[src/rtl/uart_pkg.sv]
// Shared UART definitions used by both the TX and RX paths: FSM state
// encodings, line-level constants, parity-type constants and a parity helper.
package uart_pkg;

    // Widest payload any UART block in this slice supports
    localparam int MAX_DATA_W = 9;

    // Serial line levels
    localparam logic LINE_IDLE  = 1'b1;
    localparam logic LINE_START = 1'b0;

    // Parity type selector values
    localparam logic PAR_EVEN = 1'b0;
    localparam logic PAR_ODD  = 1'b1;

    // Frame sequencer states; ST_STOP2 is only reachable in two-stop-bit builds
    typedef enum logic [2:0] {
        ST_IDLE   = 3'd0,
        ST_START  = 3'd1,
        ST_DATA   = 3'd2,
        ST_PARITY = 3'd3,
        ST_STOP   = 3'd4,
        ST_STOP2  = 3'd5
    } uart_state_e;

    // Parity bit for a payload zero-extended to MAX_DATA_W bits.
    // Zero extension leaves the XOR reduction unchanged, so one function
    // serves every legal payload width.
    function automatic logic calcParity(input logic [MAX_DATA_W-1:0] data,
                                        input logic                  parTyp);
        logic evenBit;
        evenBit = ^data;
        return (parTyp == PAR_ODD) ? ~evenBit : evenBit;
    endfunction

endpackage

[src/rtl/uart_tx_serializer.sv]
// Payload shift register and bit counter for the UART transmitter.
// The controller loads a word, then shifts it out LSB first; ser_data is
// always the bit that will be placed on the line next. The counter tracks
// which data bit is currently on the line and is cleared by the controller
// when the frame leaves the data phase.
module uart_tx_serializer
    import uart_pkg::*;
#(
    parameter int DATA_W = 8
) (
    input  logic              clk,
    input  logic              rst,
    input  logic              load,
    input  logic [DATA_W-1:0] load_data,
    input  logic              shift,
    input  logic              count,
    input  logic              clear,
    output logic              ser_data,
    output logic              ser_done
);

    localparam int CNT_W = $clog2(DATA_W);
    localparam logic [CNT_W-1:0] LAST_BIT = CNT_W'(DATA_W - 1);

    logic [DATA_W-1:0] r_shiftReg;
    logic [CNT_W-1:0]  r_bitCnt;

    // Shift register: parallel load on accept, logical right shift per data bit
    always_ff @(posedge clk) begin
        if (rst) begin
            r_shiftReg <= '0;
        end else if (load) begin
            r_shiftReg <= load_data;
        end else if (shift) begin
            r_shiftReg <= {1'b0, r_shiftReg[DATA_W-1:1]};
        end
    end

    // Bit counter: index of the data bit on the line, never wraps inside a frame
    always_ff @(posedge clk) begin
        if (rst) begin
            r_bitCnt <= '0;
        end else if (load || clear) begin
            r_bitCnt <= '0;
        end else if (count) begin
            r_bitCnt <= r_bitCnt + 1'b1;
        end
    end

    assign ser_data = r_shiftReg[0];
    assign ser_done = (r_bitCnt == LAST_BIT);

endmodule

[src/rtl/uart_tx_ctrl.sv]
// UART transmit frame sequencer. Accepts a parallel word when idle, latches
// its parity and parity enable, and sends start / data (LSB first) /
// optional parity / stop, one bit per CLK. All outputs are registered.
// Build option: define UART_TX_STOP2_EN to append a second stop bit; the
// frame_done pulse then moves to the second stop cycle.
module uart_tx_ctrl
    import uart_pkg::*;
#(
    parameter int DATA_W = 8
) (
    input  logic              CLK,
    input  logic              RST,
    input  logic              DATA_VALID,
    input  logic [DATA_W-1:0] P_DATA,
    input  logic              PAR_EN,
    input  logic              PAR_TYP,
    output logic              TX_OUT,
    output logic              busy,
    output logic              frame_done
);

`ifdef UART_TX_STOP2_EN
    localparam logic DONE_IN_STOP = 1'b0;
`else
    localparam logic DONE_IN_STOP = 1'b1;
`endif

    uart_state_e r_state;
    uart_state_e w_nextState;

    logic r_txOut;
    logic r_busy;
    logic r_frameDone;
    logic r_parity;
    logic r_parEn;

    logic w_txNext;
    logic w_busyNext;
    logic w_doneNext;
    logic w_accept;
    logic w_load;
    logic w_shift;
    logic w_count;
    logic w_clear;
    logic w_serData;
    logic w_serDone;

    assign w_accept = (r_state == ST_IDLE) && DATA_VALID && !r_busy;

    uart_tx_serializer #(
        .DATA_W (DATA_W)
    ) u_serializer (
        .clk       (CLK),
        .rst       (RST),
        .load      (w_load),
        .load_data (P_DATA),
        .shift     (w_shift),
        .count     (w_count),
        .clear     (w_clear),
        .ser_data  (w_serData),
        .ser_done  (w_serDone)
    );

    // State and registered outputs; reset aborts any frame and idles the line
    always_ff @(posedge CLK) begin
        if (RST) begin
            r_state     <= ST_IDLE;
            r_txOut     <= LINE_IDLE;
            r_busy      <= 1'b0;
            r_frameDone <= 1'b0;
        end else begin
            r_state     <= w_nextState;
            r_txOut     <= w_txNext;
            r_busy      <= w_busyNext;
            r_frameDone <= w_doneNext;
        end
    end

    // Frame options captured at accept so later input changes cannot alter the frame
    always_ff @(posedge CLK) begin
        if (RST) begin
            r_parity <= 1'b0;
            r_parEn  <= 1'b0;
        end else if (w_load) begin
            r_parity <= calcParity(MAX_DATA_W'(P_DATA), PAR_TYP);
            r_parEn  <= PAR_EN;
        end
    end

    // Next state plus the line level, busy and done values for the next cycle
    always_comb begin
        w_nextState = r_state;
        w_txNext    = LINE_IDLE;
        w_busyNext  = 1'b1;
        w_doneNext  = 1'b0;
        w_load      = 1'b0;
        w_shift     = 1'b0;
        w_count     = 1'b0;
        w_clear     = 1'b0;

        case (r_state)
            ST_IDLE: begin
                w_busyNext = 1'b0;
                if (w_accept) begin
                    w_nextState = ST_START;
                    w_txNext    = LINE_START;
                    w_busyNext  = 1'b1;
                    w_load      = 1'b1;
                end
            end

            ST_START: begin
                w_nextState = ST_DATA;
                w_txNext    = w_serData;
                w_shift     = 1'b1;
            end

            ST_DATA: begin
                if (w_serDone) begin
                    w_clear = 1'b1;
                    if (r_parEn) begin
                        w_nextState = ST_PARITY;
                        w_txNext    = r_parity;
                    end else begin
                        w_nextState = ST_STOP;
                        w_txNext    = LINE_IDLE;
                        w_doneNext  = DONE_IN_STOP;
                    end
                end else begin
                    w_txNext = w_serData;
                    w_shift  = 1'b1;
                    w_count  = 1'b1;
                end
            end

            ST_PARITY: begin
                w_nextState = ST_STOP;
                w_txNext    = LINE_IDLE;
                w_doneNext  = DONE_IN_STOP;
            end

            ST_STOP: begin
`ifdef UART_TX_STOP2_EN
                w_nextState = ST_STOP2;
                w_txNext    = LINE_IDLE;
                w_doneNext  = 1'b1;
`else
                w_nextState = ST_IDLE;
                w_busyNext  = 1'b0;
`endif
            end

            default: begin
                w_nextState = ST_IDLE;
                w_busyNext  = 1'b0;
            end
        endcase
    end

    assign TX_OUT     = r_txOut;
    assign busy       = r_busy;
    assign frame_done = r_frameDone;

endmodule

[config.mk]
export PLATFORM = sky130hd
export DESIGN_NAME = uart_tx_ctrl
export DESIGN_NICKNAME = d
export VERILOG_FILES = /design/src/rtl/uart_pkg.sv /design/src/rtl/uart_tx_serializer.sv /design/src/rtl/uart_tx_ctrl.sv
export SDC_FILE = /design/constraint.sdc
export NUM_CORES = 1
export LEC_CHECK = 0
export CORE_UTILIZATION = 55
export DETAILED_ROUTE_END_ITERATION = 8
export PLACE_DENSITY = 0.79
export SLEW_MARGIN = 0
export SYNTH_ARGS = -nofsm -noshare
export SYNTH_HDL_FRONTEND = slang
export SYNTH_HIERARCHICAL = 1
export SYNTH_SLANG_ARGS = --single-unit
export TNS_END_PERCENT = 20
[constraint.sdc]
create_clock -name CLK -period 5.3 [get_ports CLK]
set_input_delay 0.795 -clock CLK [delete_from_list [all_inputs] [get_ports CLK]]
set_output_delay 0.795 -clock CLK [all_outputs]
set_load 0.005 [all_outputs]
## Word-level counts from Yosys, hierarchy flattened

Cells that the tools add are included.

- Bits in registers: 19
- Bits of input ports: 13
- Output and inout port bits: 3
- Logic and storage cells: 48

- Add/sub/neg operators: 1
- Equality and inequality tests: 6
- Multiplexer cells: 22
- Bitwise operators: 1
- Reduce and logical (&&, ||, !) cells: 10

Operators by type and width:

| operator | count |
|---|---|
| 8-bit two-way mux | 2 |
| 1-bit two-way mux | 12 |
| 3-bit one-hot mux with 4 select lines | 1 |
| 3-bit two-way mux | 3 |
| 9-bit parity | 1 |
| 3-bit by 2-bit equality test with 1-bit output (second input constant) | 2 |
| 1-bit one-hot mux with 2 select lines | 3 |
| 3-bit by 1-bit adder with 3-bit output (second input constant) | 1 |
| 3-bit by 1-bit equality test with 1-bit output (second input constant) | 1 |
| 3-bit equality test (second input constant) | 1 |
| 3-bit logical NOT | 1 |
| 1-bit one-hot mux with 3 select lines | 1 |
| 3-bit OR reduction | 1 |
| 1-bit logical AND | 2 |
| 2-bit by 1-bit != test with 1-bit output (second input constant) | 1 |
| 2-bit != test (second input constant) | 1 |
| 2-bit AND reduction | 1 |
| 2-bit nonzero test | 1 |
| 2-bit OR reduction | 1 |
| 1-bit logical NOT | 1 |
| 1-bit logical OR | 1 |
| 1-bit inverter | 1 |

## Longest topological paths before layout

- Depth in word-level cells: 7
- Mapped depth: 7
- Mapped depth without buffers: 6

## Cells and area by module

Netlist, hierarchy kept.

Modules (own cells, without submodules):

| module | times used | cells each | area an instance (um^2) | seq. area each (um^2) |
|---|---|---|---|---|
| uart_tx_serializer | 1 | 48 | 528.0 | 220.2 |
| uart_tx_ctrl | 1 | 47 | 465.4 | 160.2 |

## Worst setup path after synthesis

Ideal clock, no wire load.

- Kind: input -> register
- Start point: in DATA_VALID
- End point: reg u_serializer.r_shiftReg[0]
- Setup time: 86 ps
- Arrival: 1709 ps
- Path slack: 3506 ps
- Stages on the path: 5
- Path buffers: 1
- Path through: or3b_4 > nor2_4 > buf_6 > inv_1 > a211oi_1

- Longest elaborated chain between the ends: 5
- Elaborated cells between the ends (all ways): 6

Ends and longest elaborated chain:

| item | line | RTL |
|---|---|---|
| start, declared | uart_tx_ctrl.sv:13 | `input logic DATA_VALID,` |
| 1-bit logical AND * (2 in series) | uart_tx_ctrl.sv:48 | `assign w_accept = (r_state == ST_IDLE) && DATA_VALID && !r_busy;` |
| 1-bit two-way mux * | uart_tx_ctrl.sv:104 | `if (w_accept) begin` |
| 1-bit two-way mux * | uart_tx_ctrl.sv:101 | `case (r_state)` |
| net w_load | uart_tx_ctrl.sv:41 | `logic w_load;` |
| 8-bit two-way mux or 2-bit nonzero test (tied branches) | n/a |  |
| end signal, assigned | uart_tx_serializer.sv:33 | `r_shiftReg <= load_data;` |
| end signal, assigned | uart_tx_serializer.sv:35 | `r_shiftReg <= {1'b0, r_shiftReg[DATA_W-1:1]};` |
| end, declared | uart_tx_serializer.sv:25 | `logic [DATA_W-1:0] r_shiftReg;` |

The timed path passes the listed nets; every way through them passes the cells marked *.
A chain may end at the register's enable or synchronous reset.

## Worst setup path in the final report

- Start point: reg u_serializer.r_bitCnt[0]
- End point: reg u_serializer.r_shiftReg[3]

- Longest elaborated chain between the ends: 4

Ends and longest elaborated chain:

| item | line | RTL |
|---|---|---|
| start, declared | uart_tx_serializer.sv:26 | `logic [CNT_W-1:0] r_bitCnt;` |
| start signal, assigned | uart_tx_serializer.sv:46 | `r_bitCnt <= r_bitCnt + 1'b1;` |
| 3-bit equality test | uart_tx_serializer.sv:51 | `assign ser_done = (r_bitCnt == LAST_BIT);` |
| net w_serDone | uart_tx_ctrl.sv:46 | `logic w_serDone;` |
| 1-bit two-way mux | uart_tx_ctrl.sv:119 | `if (w_serDone) begin` |
| 1-bit one-hot mux with 2 select lines | uart_tx_ctrl.sv:101 |  |
| net w_shift | uart_tx_ctrl.sv:42 | `logic w_shift;` |
| 2-bit nonzero test (no line) | n/a |  |

The timed path passes the listed nets, and every way through them passes these cells.

==> summary.txt <==
SYNTHESIS
-------------------------------------------------------------------------------------------------
Number of flops mapped to enable cells by yosys                                                 0
Share of flip-flops with an asynchronous set or reset after synthesis                          0%
Sequential area share after synthesis                                                       38.3%
Count of state elements after synthesis                                                        19
Number of distinct library cell variants in the gate-level netlist after synthesis             34
Count of yosys warnings during synthesis                                                        6
Mean post-synth cell area                                                                10.5 um2
Net count after synthesis                                                                     110
Cell area after technology mapping                                                        993 um2
Gate count after technology mapping                                                            95
Flip-flop cell with the highest count after synthesis                                sky130_fd_sc_hd__dfxtp_1

CRITICAL PATH
-------------------------------------------------------------------------------------------------
Number of cells on the worst reg-to-reg path                                                    6
Crit path max fanout                                                                            9
Endpoint of the lowest-slack register-to-register path                               u_serializer/r_shiftReg[3]
CP Data Arrival Time                                                                      2.42 ns
Setup Crit Path Kind                                                                   reg -> reg
Req. time, crit path                                                                      5.50 ns
Startpoint Class                                                                             flop
Flop-to-flop setup slack                                                                  3.08 ns
Worst R2R Start                                                                      u_serializer/r_bitCnt[0]
Critical Path End Type                                                                       flop

CLOCK TREE
-------------------------------------------------------------------------------------------------
Number of buffers inserted by post-CTS setup repair                                             0
H-tree depth                                                                                    1
Hold buffers post-CTS                                                                           0
Clock tree from TritonCTS                                                                   built
Total CTS buffers                                                                               3
Maximum buffer depth of the clock tree                                                          2
Insertion delay of the later-clocked pin in the worst-skew pair                           0.29 ns
Clk slew on worst S/H paths                                                               0.10 ns
Number of sinks driven by the clock tree                                                       19
Root buffer cell                                                                     sky130_fd_sc_hd__clkbuf_4
Number of gates resized after cts                                                               0

MIN PATH
-------------------------------------------------------------------------------------------------
Class of the most critical hold timing path                                            reg -> reg
Sink of the worst hold path                                                                TX_OUT
Hold Path Cell Cnt                                                                              2
Beginning of the worst hold path                                                     u_serializer/r_shiftReg[0]

GLOBAL ROUTING
-------------------------------------------------------------------------------------------------
Initial antenna violation count                                                                 0
Vias in the first global route                                                                677
Pin count of the biggest net entering global routing                                           18
Wire length of the first global-routing pass                                              2.99 mm
Overall Global Routing Usage                                                                20.6%
Remaining global-route overflow                                                                 0

LAYOUT
-------------------------------------------------------------------------------------------------
Most common cell after layout, fill and taps aside                                   sky130_fd_sc_hd__dfxtp_1
Number of fillers in the final layout                                                         109
# diodes                                                                                        0
Area occupied by registers                                                                380 um2
Area used by multi-input combinational logic                                              564 um2
Non-filler cells, final                                                                       133
Final design utilization                                                                    72.9%
Nets@finish                                                                                   125
Commonest cells after routing, fill and taps aside                                   sky130_fd_sc_hd__dfxtp_1, sky130_fd_sc_hd__clkdlybuf4s50_1, sky130_fd_sc_hd__mux2i_1
Area delta synth->final                                                                     17.0%
Fraction of final layout cells sized beyond drive strength 1                                16.5%

STA
-------------------------------------------------------------------------------------------------
Setup violators final                                                                           0
Time the worst path needs with I/O delays and setup                                       2.22 ns
Slew @ Worst Pin                                                                         0.631 ns
Portion of the clock cycle consumed by the worst path in the final layout                   41.8%
Max-Slew Margin vs Limit                                                                    57.8%
Highest clock frequency the design can meet                                               451 MHz
Unrepaired setup endpoints after global routing                                                no
Total negative slack                                                                         0 ns
Hold Vio Cnt, Final                                                                             0
Final count of pins violating max slew                                                          0
Final worst clock skew                                                                 0.00273 ns

FLOORPLAN
-------------------------------------------------------------------------------------------------
Area of the die                                                                          1980 um2
Placeable core area                                                                      1590 um2
Die extent in y                                                                           44.5 um
Site Rows                                                                                      14
Horiz. Die Dim                                                                            44.5 um
Initial Utilization                                                                         62.3%
Number of I/O pins                                                                             16

DRT
-------------------------------------------------------------------------------------------------
Sum of routed wire length over all layers                                                 1.73 mm
Routed Antenna Nets                                                                             0
Count of vias placed by the detailed router                                                   729
Starting DRC count in detailed routing                                                         20
Post-DR wirelength/cell                                                                   13.0 um
Post-DR vias/cell                                                                            5.48
Remaining routing DRC violations                                                                0
Number of detailed-route iterations in the first pass                                           4

PWR
-------------------------------------------------------------------------------------------------
Power share of the combinational group                                                      24.3%
Switching component of the power                                                        0.0855 mW
Clock Power Share                                                                           23.0%
Max IR drop VDD                                                                          0.223 mV
Proportion of total power due to net switching                                              27.3%
Power Dens Cells                                                                       269 nW/um2
Cell-internal power                                                                      0.227 mW
Static Leakage                                                                           0.416 nW
Sum of internal, switching and leakage power                                             0.313 mW
Sequential cell fraction of total power                                                     52.6%

FLOW RUN
-------------------------------------------------------------------------------------------------
Max capacitance violation total                                                                 0

PLACE
-------------------------------------------------------------------------------------------------
Port buffer count                                                                              15
Routability-driven placement congestion ratio                                               0.799
Placed Instances                                                                              129
DP HPWL                                                                                   1.25 mm

STATUS
-------------------------------------------------------------------------------------------------
Result of the run                                                                    finished clean

-- how the worst max path moves through the flow --
stage / start / end / slack, ns / cells after the start
after floorplan: DATA_VALID / u_serializer/r_shiftReg[0] / 3.51 / 5
after global placement: DATA_VALID / u_serializer/r_shiftReg[4] / 2.88 / 5
after detailed placement: DATA_VALID / u_serializer/r_shiftReg[2] / 2.81 / 5
after CTS: u_serializer/r_bitCnt[0] / u_serializer/r_shiftReg[2] / 3.11 / 6
after global routing: u_serializer/r_bitCnt[0] / u_serializer/r_shiftReg[3] / 3.00 / 6
final: u_serializer/r_bitCnt[0] / u_serializer/r_shiftReg[3] / 3.08 / 6
-- sequential cells by signal, indices dropped and copies added (netlist names) --
name                     flops
u_serializer/r_shiftReg      8
r_state                      3
u_serializer/r_bitCnt        3
TX_OUT                       1
busy                         1
frame_done                   1
r_parEn                      1
r_parity                     1
-- power by group through the flow --
stage	sequential (mW)	clock [mW]	combinational, mW
floorplan	0.165	0	0.0588
global placement	0.167	0	0.0738
detailed placement	0.168	0	0.0752
CTS	0.164	0.0738	0.0763
global route	0.167	0.0793	0.0824
finish	0.165	0.0720	0.0761
-- Yosys cell counts (3+ instances only) --
library cell               number  share of area (%)
sky130_fd_sc_hd__mux2i_1       10                 10
sky130_fd_sc_hd__nor2_1         4                1.5
sky130_fd_sc_hd__a211oi_1       9                6.8
sky130_fd_sc_hd__xnor2_1        4                3.5
sky130_fd_sc_hd__nand2_1        4                1.5
sky130_fd_sc_hd__nor2b_2        7                6.2
sky130_fd_sc_hd__dfxtp_1       19                 38
sky130_fd_sc_hd__inv_1          3                1.1
-- cell type report --
| type | count | area share, % |
|---|---|---|
| Clock buffer | 4 | 2.26 |
| Inverter | 3 | 0.969 |
| Multi-Input combinational cell | 68 | 48.5 |
| Sequential cell | 19 | 32.7 |
| Tap cell | 24 | 2.58 |
| Timing Repair Buffer | 15 | 12.9 |
-- critical path, stage by stage (launching register included) --
cell                       delay, ns
sky130_fd_sc_hd__dfxtp_1        0.34
sky130_fd_sc_hd__ha_1           0.20
sky130_fd_sc_hd__ha_1           0.27
sky130_fd_sc_hd__or3b_1         0.39
sky130_fd_sc_hd__a21oi_2        0.49
sky130_fd_sc_hd__mux2i_1        0.16
sky130_fd_sc_hd__a211oi_1       0.28
-- through the flow --
step           setup WS, ns  area [um2]  hold WS (ns)
5_1_grt                3.00        1160         0.530
4_1_cts                3.11        1160         0.509
2_1_floorplan          3.51         993         0.425
3_5_place_dp           2.81        1140         0.474
6_report               3.08        1160         0.508
3_3_place_gp           2.88        1140         0.469
-- per-layer routing --
| metal | track usage (%) | wire [um] | vias up |
|---|---|---|---|
| met1 | 28.0 | 880 | 337 |
| met2 | 32.9 | 746 | 18 |
| met5 | 0 | 0 | - |
| met4 | 3.64 | 10 | 0 |
| li1 | - | - | 372 |
| met3 | 6.12 | 94 | 2 |
-- logic make-up after synthesis --
group,synth area share [%]
AOI/OAI and AO/OA,11.7
buffers and inverters,4.91
adders and majority gates,2.52
xor gates and xnor gates,7.56
and+or+nand+nor,24.9
DFF,38.3
muxes,10.1
No activity file was read; power rests on OpenSTA's default activity.
